--- src/rtl/cache_ctrl_if.sv ---
// CPU / cache-array / main-memory signal bundle for cache_ctrl.
// The master modport is the controller side; slave is the CPU, array and memory side.
interface cache_ctrl_if #(
  parameter int ADDR_BITS = 32,
  parameter int WORD_BITS = 32,
  parameter int TAG_BITS  = 22
);
  logic                 cpu_en;
  logic                 cpu_we;
  logic [ADDR_BITS-1:0] cpu_addr;
  logic [WORD_BITS-1:0] cpu_din;
  logic [WORD_BITS-1:0] cpu_dout;
  logic                 cpu_stall;

  logic [ADDR_BITS-1:0] cache_addr;
  logic                 cache_store;
  logic                 cache_edit;
  logic [WORD_BITS-1:0] cache_din;
  logic                 cache_hit;
  logic                 cache_valid;
  logic                 cache_dirty;
  logic [TAG_BITS-1:0]  cache_tag;
  logic [WORD_BITS-1:0] cache_dout;

  logic                 mem_cs;
  logic                 mem_we;
  logic [ADDR_BITS-1:0] mem_addr;
  logic [WORD_BITS-1:0] mem_dout;
  logic [WORD_BITS-1:0] mem_din;
  logic                 mem_ack;

  modport master (
    input  cpu_en, cpu_we, cpu_addr, cpu_din,
    input  cache_hit, cache_valid, cache_dirty, cache_tag, cache_dout,
    input  mem_din, mem_ack,
    output cpu_dout, cpu_stall,
    output cache_addr, cache_store, cache_edit, cache_din,
    output mem_cs, mem_we, mem_addr, mem_dout
  );

  modport slave (
    output cpu_en, cpu_we, cpu_addr, cpu_din,
    output cache_hit, cache_valid, cache_dirty, cache_tag, cache_dout,
    output mem_din, mem_ack,
    input  cpu_dout, cpu_stall,
    input  cache_addr, cache_store, cache_edit, cache_din,
    input  mem_cs, mem_we, mem_addr, mem_dout
  );
endinterface

--- src/rtl/cache_ctrl.sv ---
// Write-back, write-allocate controller for a direct-mapped cache array.
// Optional hit/miss statistics counters are enabled with `define CACHE_CTRL_STAT_EN.
module cache_ctrl #(
  parameter int ADDR_BITS        = 32,
  parameter int WORD_BITS        = 32,
  parameter int TAG_BITS         = 22,
  parameter int WORD_BYTES_WIDTH = 2,
  parameter int LINE_WORDS_WIDTH = 2
) (
  input  logic        clk,
  input  logic        rst,
`ifdef CACHE_CTRL_STAT_EN
  output logic [31:0] hit_count,
  output logic [31:0] miss_count,
`endif
  cache_ctrl_if.master bus
);

  localparam int INDEX_BITS = ADDR_BITS - TAG_BITS - LINE_WORDS_WIDTH - WORD_BYTES_WIDTH;
  localparam int INDEX_LSB  = WORD_BYTES_WIDTH + LINE_WORDS_WIDTH;

  typedef enum logic [1:0] {
    ST_IDLE,
    ST_BACKUP,
    ST_FILL,
    ST_WAIT
  } state_t;

  state_t                      r_state;
  logic [LINE_WORDS_WIDTH-1:0] r_cnt;
  logic [TAG_BITS-1:0]         r_victim_tag;

  logic [INDEX_BITS-1:0] w_cpu_idx;
  logic [TAG_BITS-1:0]   w_cpu_tag;
  logic [ADDR_BITS-1:0]  w_backup_addr;
  logic [ADDR_BITS-1:0]  w_fill_addr;
  logic                  w_idle_hit;
  logic                  w_idle_miss;

  assign w_cpu_idx     = bus.cpu_addr[INDEX_LSB +: INDEX_BITS];
  assign w_cpu_tag     = bus.cpu_addr[ADDR_BITS-1 -: TAG_BITS];
  assign w_backup_addr = {r_victim_tag, w_cpu_idx, r_cnt, {WORD_BYTES_WIDTH{1'b0}}};
  assign w_fill_addr   = {w_cpu_tag, w_cpu_idx, r_cnt, {WORD_BYTES_WIDTH{1'b0}}};
  assign w_idle_hit    = (r_state == ST_IDLE) && bus.cpu_en && bus.cache_hit;
  assign w_idle_miss   = (r_state == ST_IDLE) && bus.cpu_en && !bus.cache_hit;

  assign bus.cpu_dout  = bus.cache_dout;
  assign bus.cpu_stall = bus.cpu_en && !((r_state == ST_IDLE) && bus.cache_hit);

  // Array and memory strobes are decoded straight from the state so a hit completes with no wait state.
  always_comb begin
    // NOTE: every output gets a default before the case; a path that skips one would infer a latch.
    bus.cache_addr  = bus.cpu_addr;
    bus.cache_store = 1'b0;
    bus.cache_edit  = 1'b0;
    bus.cache_din   = bus.cpu_din;
    bus.mem_cs      = 1'b0;
    bus.mem_we      = 1'b0;
    bus.mem_addr    = w_fill_addr;
    bus.mem_dout    = bus.cache_dout;
    unique case (r_state)
      ST_IDLE: begin
        bus.cache_edit = w_idle_hit && bus.cpu_we;
      end
      ST_BACKUP: begin
        bus.cache_addr = w_backup_addr;
        bus.mem_addr   = w_backup_addr;
        bus.mem_cs     = 1'b1;
        bus.mem_we     = 1'b1;
      end
      ST_FILL: begin
        bus.cache_addr = w_fill_addr;
        bus.mem_cs     = 1'b1;
        if (bus.mem_ack) begin
          bus.cache_store = 1'b1;
          bus.cache_din   = bus.mem_din;
        end
      end
      ST_WAIT: begin
      end
      default: begin
      end
    endcase
  end

  always_ff @(posedge clk) begin
    // NOTE: state registers use <= so every flop samples pre-edge values, independent of block order.
    if (rst) begin
      r_state <= ST_IDLE;
      r_cnt   <= '0;
    end else begin
      unique case (r_state)
        ST_IDLE: begin
          if (w_idle_miss) begin
            r_cnt   <= '0;
            r_state <= (bus.cache_valid && bus.cache_dirty) ? ST_BACKUP : ST_FILL;
          end
        end
        ST_BACKUP: begin
          if (bus.mem_ack) begin
            r_cnt <= r_cnt + LINE_WORDS_WIDTH'(1);
            if (r_cnt == '1) r_state <= ST_FILL;
          end
        end
        ST_FILL: begin
          if (bus.mem_ack) begin
            r_cnt <= r_cnt + LINE_WORDS_WIDTH'(1);
            if (r_cnt == '1) r_state <= ST_WAIT;
          end
        end
        ST_WAIT: r_state <= ST_IDLE;
        default: r_state <= ST_IDLE;
      endcase
    end
  end

  // The victim tag is captured while idle so the write-back address does not loop through the array's tag lookup.
  always_ff @(posedge clk) begin
    // NOTE: pure datapath register with no reset; it is only consumed after an IDLE cycle has loaded it.
    if (r_state == ST_IDLE) r_victim_tag <= bus.cache_tag;
  end

`ifdef CACHE_CTRL_STAT_EN
  logic [31:0] r_hit_count;
  logic [31:0] r_miss_count;
  logic        r_replay;

  always_ff @(posedge clk) begin
    if (rst) begin
      r_hit_count  <= '0;
      r_miss_count <= '0;
      r_replay     <= 1'b0;
    end else begin
      r_replay <= (r_state == ST_WAIT);
      if (w_idle_miss) r_miss_count <= r_miss_count + 32'd1;
      // The replayed access after a fill belongs to the miss already counted.
      if (w_idle_hit && !r_replay) r_hit_count <= r_hit_count + 32'd1;
    end
  end

  assign hit_count  = r_hit_count;
  assign miss_count = r_miss_count;
`endif

endmodule
--- src/flat_wrapper.sv ---
// flat-port wrapper written by rule: the top's interface ports become plain ports
module cache_ctrl_flat 
#(
  parameter int ADDR_BITS        = 32,
  parameter int WORD_BITS        = 32,
  parameter int TAG_BITS         = 22,
  parameter int WORD_BYTES_WIDTH = 2,
  parameter int LINE_WORDS_WIDTH = 2
)
  (clk, rst, bus_cpu_en, bus_cpu_we, bus_cpu_addr, bus_cpu_din, bus_cache_hit, bus_cache_valid, bus_cache_dirty, bus_cache_tag, bus_cache_dout, bus_mem_din, bus_mem_ack, bus_cpu_dout, bus_cpu_stall, bus_cache_addr, bus_cache_store, bus_cache_edit, bus_cache_din, bus_mem_cs, bus_mem_we, bus_mem_addr, bus_mem_dout);
  cache_ctrl_if #(.ADDR_BITS(ADDR_BITS), .WORD_BITS(WORD_BITS), .TAG_BITS(TAG_BITS)) bus_i ();
  input  logic clk;
  input  logic rst;
  input wire logic [$bits(bus_i.cpu_en)-1:0] bus_cpu_en;
  input wire logic [$bits(bus_i.cpu_we)-1:0] bus_cpu_we;
  input wire logic [$bits(bus_i.cpu_addr)-1:0] bus_cpu_addr;
  input wire logic [$bits(bus_i.cpu_din)-1:0] bus_cpu_din;
  input wire logic [$bits(bus_i.cache_hit)-1:0] bus_cache_hit;
  input wire logic [$bits(bus_i.cache_valid)-1:0] bus_cache_valid;
  input wire logic [$bits(bus_i.cache_dirty)-1:0] bus_cache_dirty;
  input wire logic [$bits(bus_i.cache_tag)-1:0] bus_cache_tag;
  input wire logic [$bits(bus_i.cache_dout)-1:0] bus_cache_dout;
  input wire logic [$bits(bus_i.mem_din)-1:0] bus_mem_din;
  input wire logic [$bits(bus_i.mem_ack)-1:0] bus_mem_ack;
  output wire logic [$bits(bus_i.cpu_dout)-1:0] bus_cpu_dout;
  output wire logic [$bits(bus_i.cpu_stall)-1:0] bus_cpu_stall;
  output wire logic [$bits(bus_i.cache_addr)-1:0] bus_cache_addr;
  output wire logic [$bits(bus_i.cache_store)-1:0] bus_cache_store;
  output wire logic [$bits(bus_i.cache_edit)-1:0] bus_cache_edit;
  output wire logic [$bits(bus_i.cache_din)-1:0] bus_cache_din;
  output wire logic [$bits(bus_i.mem_cs)-1:0] bus_mem_cs;
  output wire logic [$bits(bus_i.mem_we)-1:0] bus_mem_we;
  output wire logic [$bits(bus_i.mem_addr)-1:0] bus_mem_addr;
  output wire logic [$bits(bus_i.mem_dout)-1:0] bus_mem_dout;
  assign bus_i.cpu_en = bus_cpu_en;
  assign bus_i.cpu_we = bus_cpu_we;
  assign bus_i.cpu_addr = bus_cpu_addr;
  assign bus_i.cpu_din = bus_cpu_din;
  assign bus_i.cache_hit = bus_cache_hit;
  assign bus_i.cache_valid = bus_cache_valid;
  assign bus_i.cache_dirty = bus_cache_dirty;
  assign bus_i.cache_tag = bus_cache_tag;
  assign bus_i.cache_dout = bus_cache_dout;
  assign bus_i.mem_din = bus_mem_din;
  assign bus_i.mem_ack = bus_mem_ack;
  assign bus_cpu_dout = bus_i.cpu_dout;
  assign bus_cpu_stall = bus_i.cpu_stall;
  assign bus_cache_addr = bus_i.cache_addr;
  assign bus_cache_store = bus_i.cache_store;
  assign bus_cache_edit = bus_i.cache_edit;
  assign bus_cache_din = bus_i.cache_din;
  assign bus_mem_cs = bus_i.mem_cs;
  assign bus_mem_we = bus_i.mem_we;
  assign bus_mem_addr = bus_i.mem_addr;
  assign bus_mem_dout = bus_i.mem_dout;
  cache_ctrl #(.ADDR_BITS(ADDR_BITS), .WORD_BITS(WORD_BITS), .TAG_BITS(TAG_BITS), .WORD_BYTES_WIDTH(WORD_BYTES_WIDTH), .LINE_WORDS_WIDTH(LINE_WORDS_WIDTH)) u_core (.clk(clk), .rst(rst), .bus(bus_i));
endmodule
--- config.mk ---
export PLATFORM = sky130hd
export DESIGN_NAME = cache_ctrl_flat
export DESIGN_NICKNAME = d
export VERILOG_FILES = /design/src/rtl/cache_ctrl_if.sv /design/src/rtl/cache_ctrl.sv /design/src/flat_wrapper.sv
export SDC_FILE = /design/constraint.sdc
export NUM_CORES = 1
export LEC_CHECK = 0
export ABC_AREA = 1
export CAP_MARGIN = 20
export CORE_AREA = 2 2 125 127
export CTS_CLUSTER_DIAMETER = 80
export DETAILED_ROUTE_END_ITERATION = 8
export DIE_AREA = 0 0 127 129
export GPL_TIMING_DRIVEN = 0
export SLEW_MARGIN = 20
export SYNTH_ARGS = -nofsm -noshare
export SYNTH_HDL_FRONTEND = slang
export SYNTH_SLANG_ARGS = --single-unit
export TNS_END_PERCENT = 30
--- constraint.sdc ---
create_clock -name clk -period 5.9 [get_ports clk]
set_input_delay 1.77 -clock clk [delete_from_list [all_inputs] [get_ports clk]]
set_output_delay 1.77 -clock clk [all_outputs]
set_load 0.005 [all_outputs]
* Yosys cells after proc, flatten, opt, wreduce, memory -nomap -nowiden
Index checks and enable logic that the tools add are counted.
** Operators by class
- Muxes and demuxes :: 19
- Equal/unequal tests :: 10
- Reductions and logical operators :: 14
- Add/subtract/negate cells :: 1
** Operators by type and width (count)
- $mux W32 :: 3
- $pmux W32 S2 :: 1
- $mux W2 :: 8
- $ne A2 B1 Y1 const B :: 4
- $pmux W2 S4 :: 1
- $logic_and A1 B1 Y1 :: 7
- $eq A2 B2 Y1 const B :: 3
- $mux W1 :: 5
- $reduce_and A5 Y1 :: 1
- $ne A2 B2 Y1 const B :: 2
- $pmux W2 S2 :: 1
- $reduce_and A3 Y1 :: 1
- $add A2 B1 Y2 const B :: 1
- $eq A2 B1 Y1 const B :: 1
- $logic_not A1 Y1 :: 2
- $logic_not A2 Y1 :: 1
- $reduce_bool A2 Y1 :: 1
- $reduce_or A2 Y1 :: 1
** Word-level totals
- Logic and storage cells :: 47
- Flip-flop bits (word level) :: 26
- Bits of input ports :: 158
- Output and inout bits :: 165

* Longest topological paths before layout
Gate-level depths: netlist (run 1).
- Depth in word-level cells :: 5
- Depth in mapped cells :: 8
- Gate-level depth less buffers :: 7

* Worst setup path before layout (run 1)
OpenSTA, ideal clock, no wires.
- Path type :: in2out
- Start :: input port bus_mem_ack
- End :: output port bus_cache_din[10]
- Stages :: 4
- Slack :: 1.948 ns
- Data required time :: 4.130 ns
- Buffers on the path :: 1
- Arrival :: 2.182 ns
- Cell sequence :: nand2_2 > buf_2 > nand2_1 > nand2_1
** On the way
- Word-level cells in the longest chain between the ends :: 2
** Ends and longest elaborated chain
- from (decl) :: RTL line flat_wrapper.sv:24 : input wire logic [$bits(bus_i.mem_ack)-1:0] bus_mem_ack;
- $mux W32 :: RTL line cache_ctrl.sv:74 : if (bus.mem_ack) begin
- $mux W32 :: RTL line cache_ctrl.sv:61 : unique case (r_state)
- to (decl) :: RTL line flat_wrapper.sv:30 : output wire logic [$bits(bus_i.cache_din)-1:0] bus_cache_din;
Every way passes these cells.

* Worst setup path in the final report (run 1)
- Start :: input port bus_mem_ack
- End :: output port bus_cache_din[4]
Same word-level chain as after synthesis.

==> results of run 1 <==
final cells by class:
cell class	instances	share of cell area (%)
multi-input cells	229	18.6
repair buffers	282	48.7
well taps	188	4.06
clock inverters	1	0.0648
clock buffers	3	1.30
plain buffers	95	12.1
inverters	34	2.33
flip-flops and latches	26	12.8
diodes	1	0.0432
registers in the layout, summed over array words and instances, names as in the netlist:
signal / count
u_core.r_state: 2
u_core.r_cnt: 2
u_core.r_victim_tag: 22
critical path, cell delays in order:
cell             delay [ps]
clkdlybuf4s50_1         440
nand2_2                 140
buf_2                   300
nand2_1                 130
nand2_1                 100
clkdlybuf4s50_1         490
kinds of logic (layout without fill, tap and decap cells):
group / count (synthesis) / after routing
simple gates: 169 / 169
buf+inv: 129 / 415
compound gates: 50 / 50
flops: 26 / 26
fa+ha+maj: 8 / 8
other cells: 1 / 3
layer usage:
| layer | global-route usage (%) | share of wire [%] |
|---|---|---|
| met5 | 0 | 0 |
| met4 | 3.94 | 1.9 |
| met3 | 3.49 | 8.6 |
| met2 | 26.5 | 50 |
| met1 | 16.8 | 39 |
synth_stat cells (all sizes together) (3+ instances only):
library cell    n  area, um^2
nand2         136         536
buf            92         692
o21ai          39         195
inv            34         135
edfxtp         22         661
nand3          20         100
nor2           10        45.0
ha              8         100
o22ai           7        43.8
dfxtp           4        80.1
clkbuf          3        11.3
power breakdown:
group          internal, mW  total (mW)  leakage (nW)  switching [mW]
Clock                0.0910       0.157        0.0385          0.0663
Combinational         0.658        1.23          2.24           0.569
Sequential            0.282       0.313         0.254          0.0311
Total                  1.03        1.70          2.53           0.666
final timing paths:
path,start,end,slack [ps],cells after the start
worst max-delay path,bus_mem_ack,bus_cache_din[4],760,6
worst min-delay path,u_core.r_cnt[1]$_SDFFE_PP0P_,u_core.r_cnt[1]$_SDFFE_PP0P_,570,2
worst max register to register,u_core.r_state[0]$_SDFFE_PP0P_,u_core.r_state[0]$_SDFFE_PP0P_,4100,7
worst min register to register,u_core.r_cnt[1]$_SDFFE_PP0P_,u_core.r_cnt[1]$_SDFFE_PP0P_,570,2
cells in the final DEF, fill, tap and decap left out, types with 2 or more instances in the layout:
cell / netlist / layout
o21ai_0: 38 / 38
nand2_2: 10 / 10
nor2_1: 9 / 9
ha_1: 8 / 7
clkdlybuf4s50_1: 0 / 282
buf_2: 9 / 9
nand2_1: 126 / 126
clkbuf_1: 3 / 3
conb_1: 1 / 2
buf_6: 3 / 3
buf_4: 79 / 79
nand3_1: 20 / 20
o22ai_1: 7 / 7
dfxtp_1: 4 / 4
edfxtp_1: 22 / 22
inv_1: 32 / 32
clkbuf_16: 0 / 3
through the flow:
stage / cell area (um^2) / power, mW / util [%] / cells
global route: 5790 / 1.83 / 38.7 / 859
global placement: 5710 / 1.56 / 38.1 / 854
CTS: 5790 / 1.73 / 38.7 / 858
finish: 5790 / 1.70 / 38.7 / 859
detailed placement: 5710 / 1.56 / 38.1 / 854
floorplan: 2650 / 0.831 / - / 384
==> metrics, run 1 <==
I/O Buffers 282; share of synthesized area occupied by flip-flops and latches 28.0%; Worst Hold Class reg2reg; peak supply drop 207 uV; cts bufs inserted 3; Final Max Slew Viols 0; area fraction in compound gates after synthesis 10.0%; clock sinks 26; power density over cell area 293 nW/um^2; syn_area_per_cell 6.91 um^2; Initial Utilization 17.7%; die area 16400 um^2; GR Overflow Total 0; Worst-path clk slew 70 ps; critical path arrival 3370 ps; placed wire-length estimate 10.9 mm; Multi-input gate area 1070 um^2; drt wl/cell 14.8 um; Gate Count Post-Synth 383; asr flop ratio synth 0%; outcome completed; Worst setup SP type input port; minimum clock period 5140 ps; final wirelength 12.7 mm; share of layout cells above drive strength 1 16.4%; number of synthesized flops with an enable pin 22; FMAX 195 MHz; pre-CTS WS 735 ps; Die Ht 129 um; # rows 45; # hold bufs at CTS 0; number of global-route vias before repair 3269; antenna-violating nets left 0; max-cap violation count 0; setup_tns 0 ps; clk buf depth 2; Reg area 741 um^2; P&R area growth vs syn 119%; Post-synth top flop edfxtp_1; DR vias 3340; Final Hold Fails 0; final hold slack 571 ps; Post-Synth Simple-Gate Area 26.4%; DRC 0; Crit path required time 4130 ps; flops & latches, synth 26; CTS root buffer clkbuf_16; Setup-failing EPs final 0; CP Capture Type output pin; global-route wire length before repair 18.3 mm; largest family of logic cells by synthesized area buffers and inverters; Netlist cell types 27; Rel. slew slack 59.0%; pin count of the biggest net entering global routing 25; antenna violations before repair 1; fillcell total 1557; post-route setup slack 760 ps; CTS resizes 0; Worst-Margin Slew 615 ps; Leak 2.53 nW; die span in x 127 um; mux contribution to synthesized area 0%; first drt pass iteration count 4; clk_skew 1.69 ps; Core Area 15000 um^2; DRT iter0 DRCs 76; gr usage total 14.4%; postcts setup bufs 0; CTS tree yes; RSZ-0062 raised after global routing no; Max H-tree Level 1; I/O Pins 323; Final #Nets 837; crit path kind in2out; routability cong. 0.821; cell area after synthesis 2650 um^2; final worst-path cycle share 87.1%; Post-Synth Adder-Cell Area 3.78%; Syn. warnings 0; Vias/cell 3.89; Synth Area in XOR/XNOR 0%; worst-path maximum fanout 10; clk_lat worst skew 260 ps
Note: power is estimated with default switching activity, not from simulation.
==> inputs of run 2 (changes only) <==
--- a/config.mk
+++ b/config.mk
@@ -6,7 +6,6 @@
 export NUM_CORES = 1
 export LEC_CHECK = 0
 export ABC_AREA = 1
-export CAP_MARGIN = 20
 export CORE_AREA = 2 2 125 127
 export CTS_CLUSTER_DIAMETER = 80
 export DETAILED_ROUTE_END_ITERATION = 8
==> results of run 2 <==
No change in the layout: final DEF, timing and power equal those of run 1.
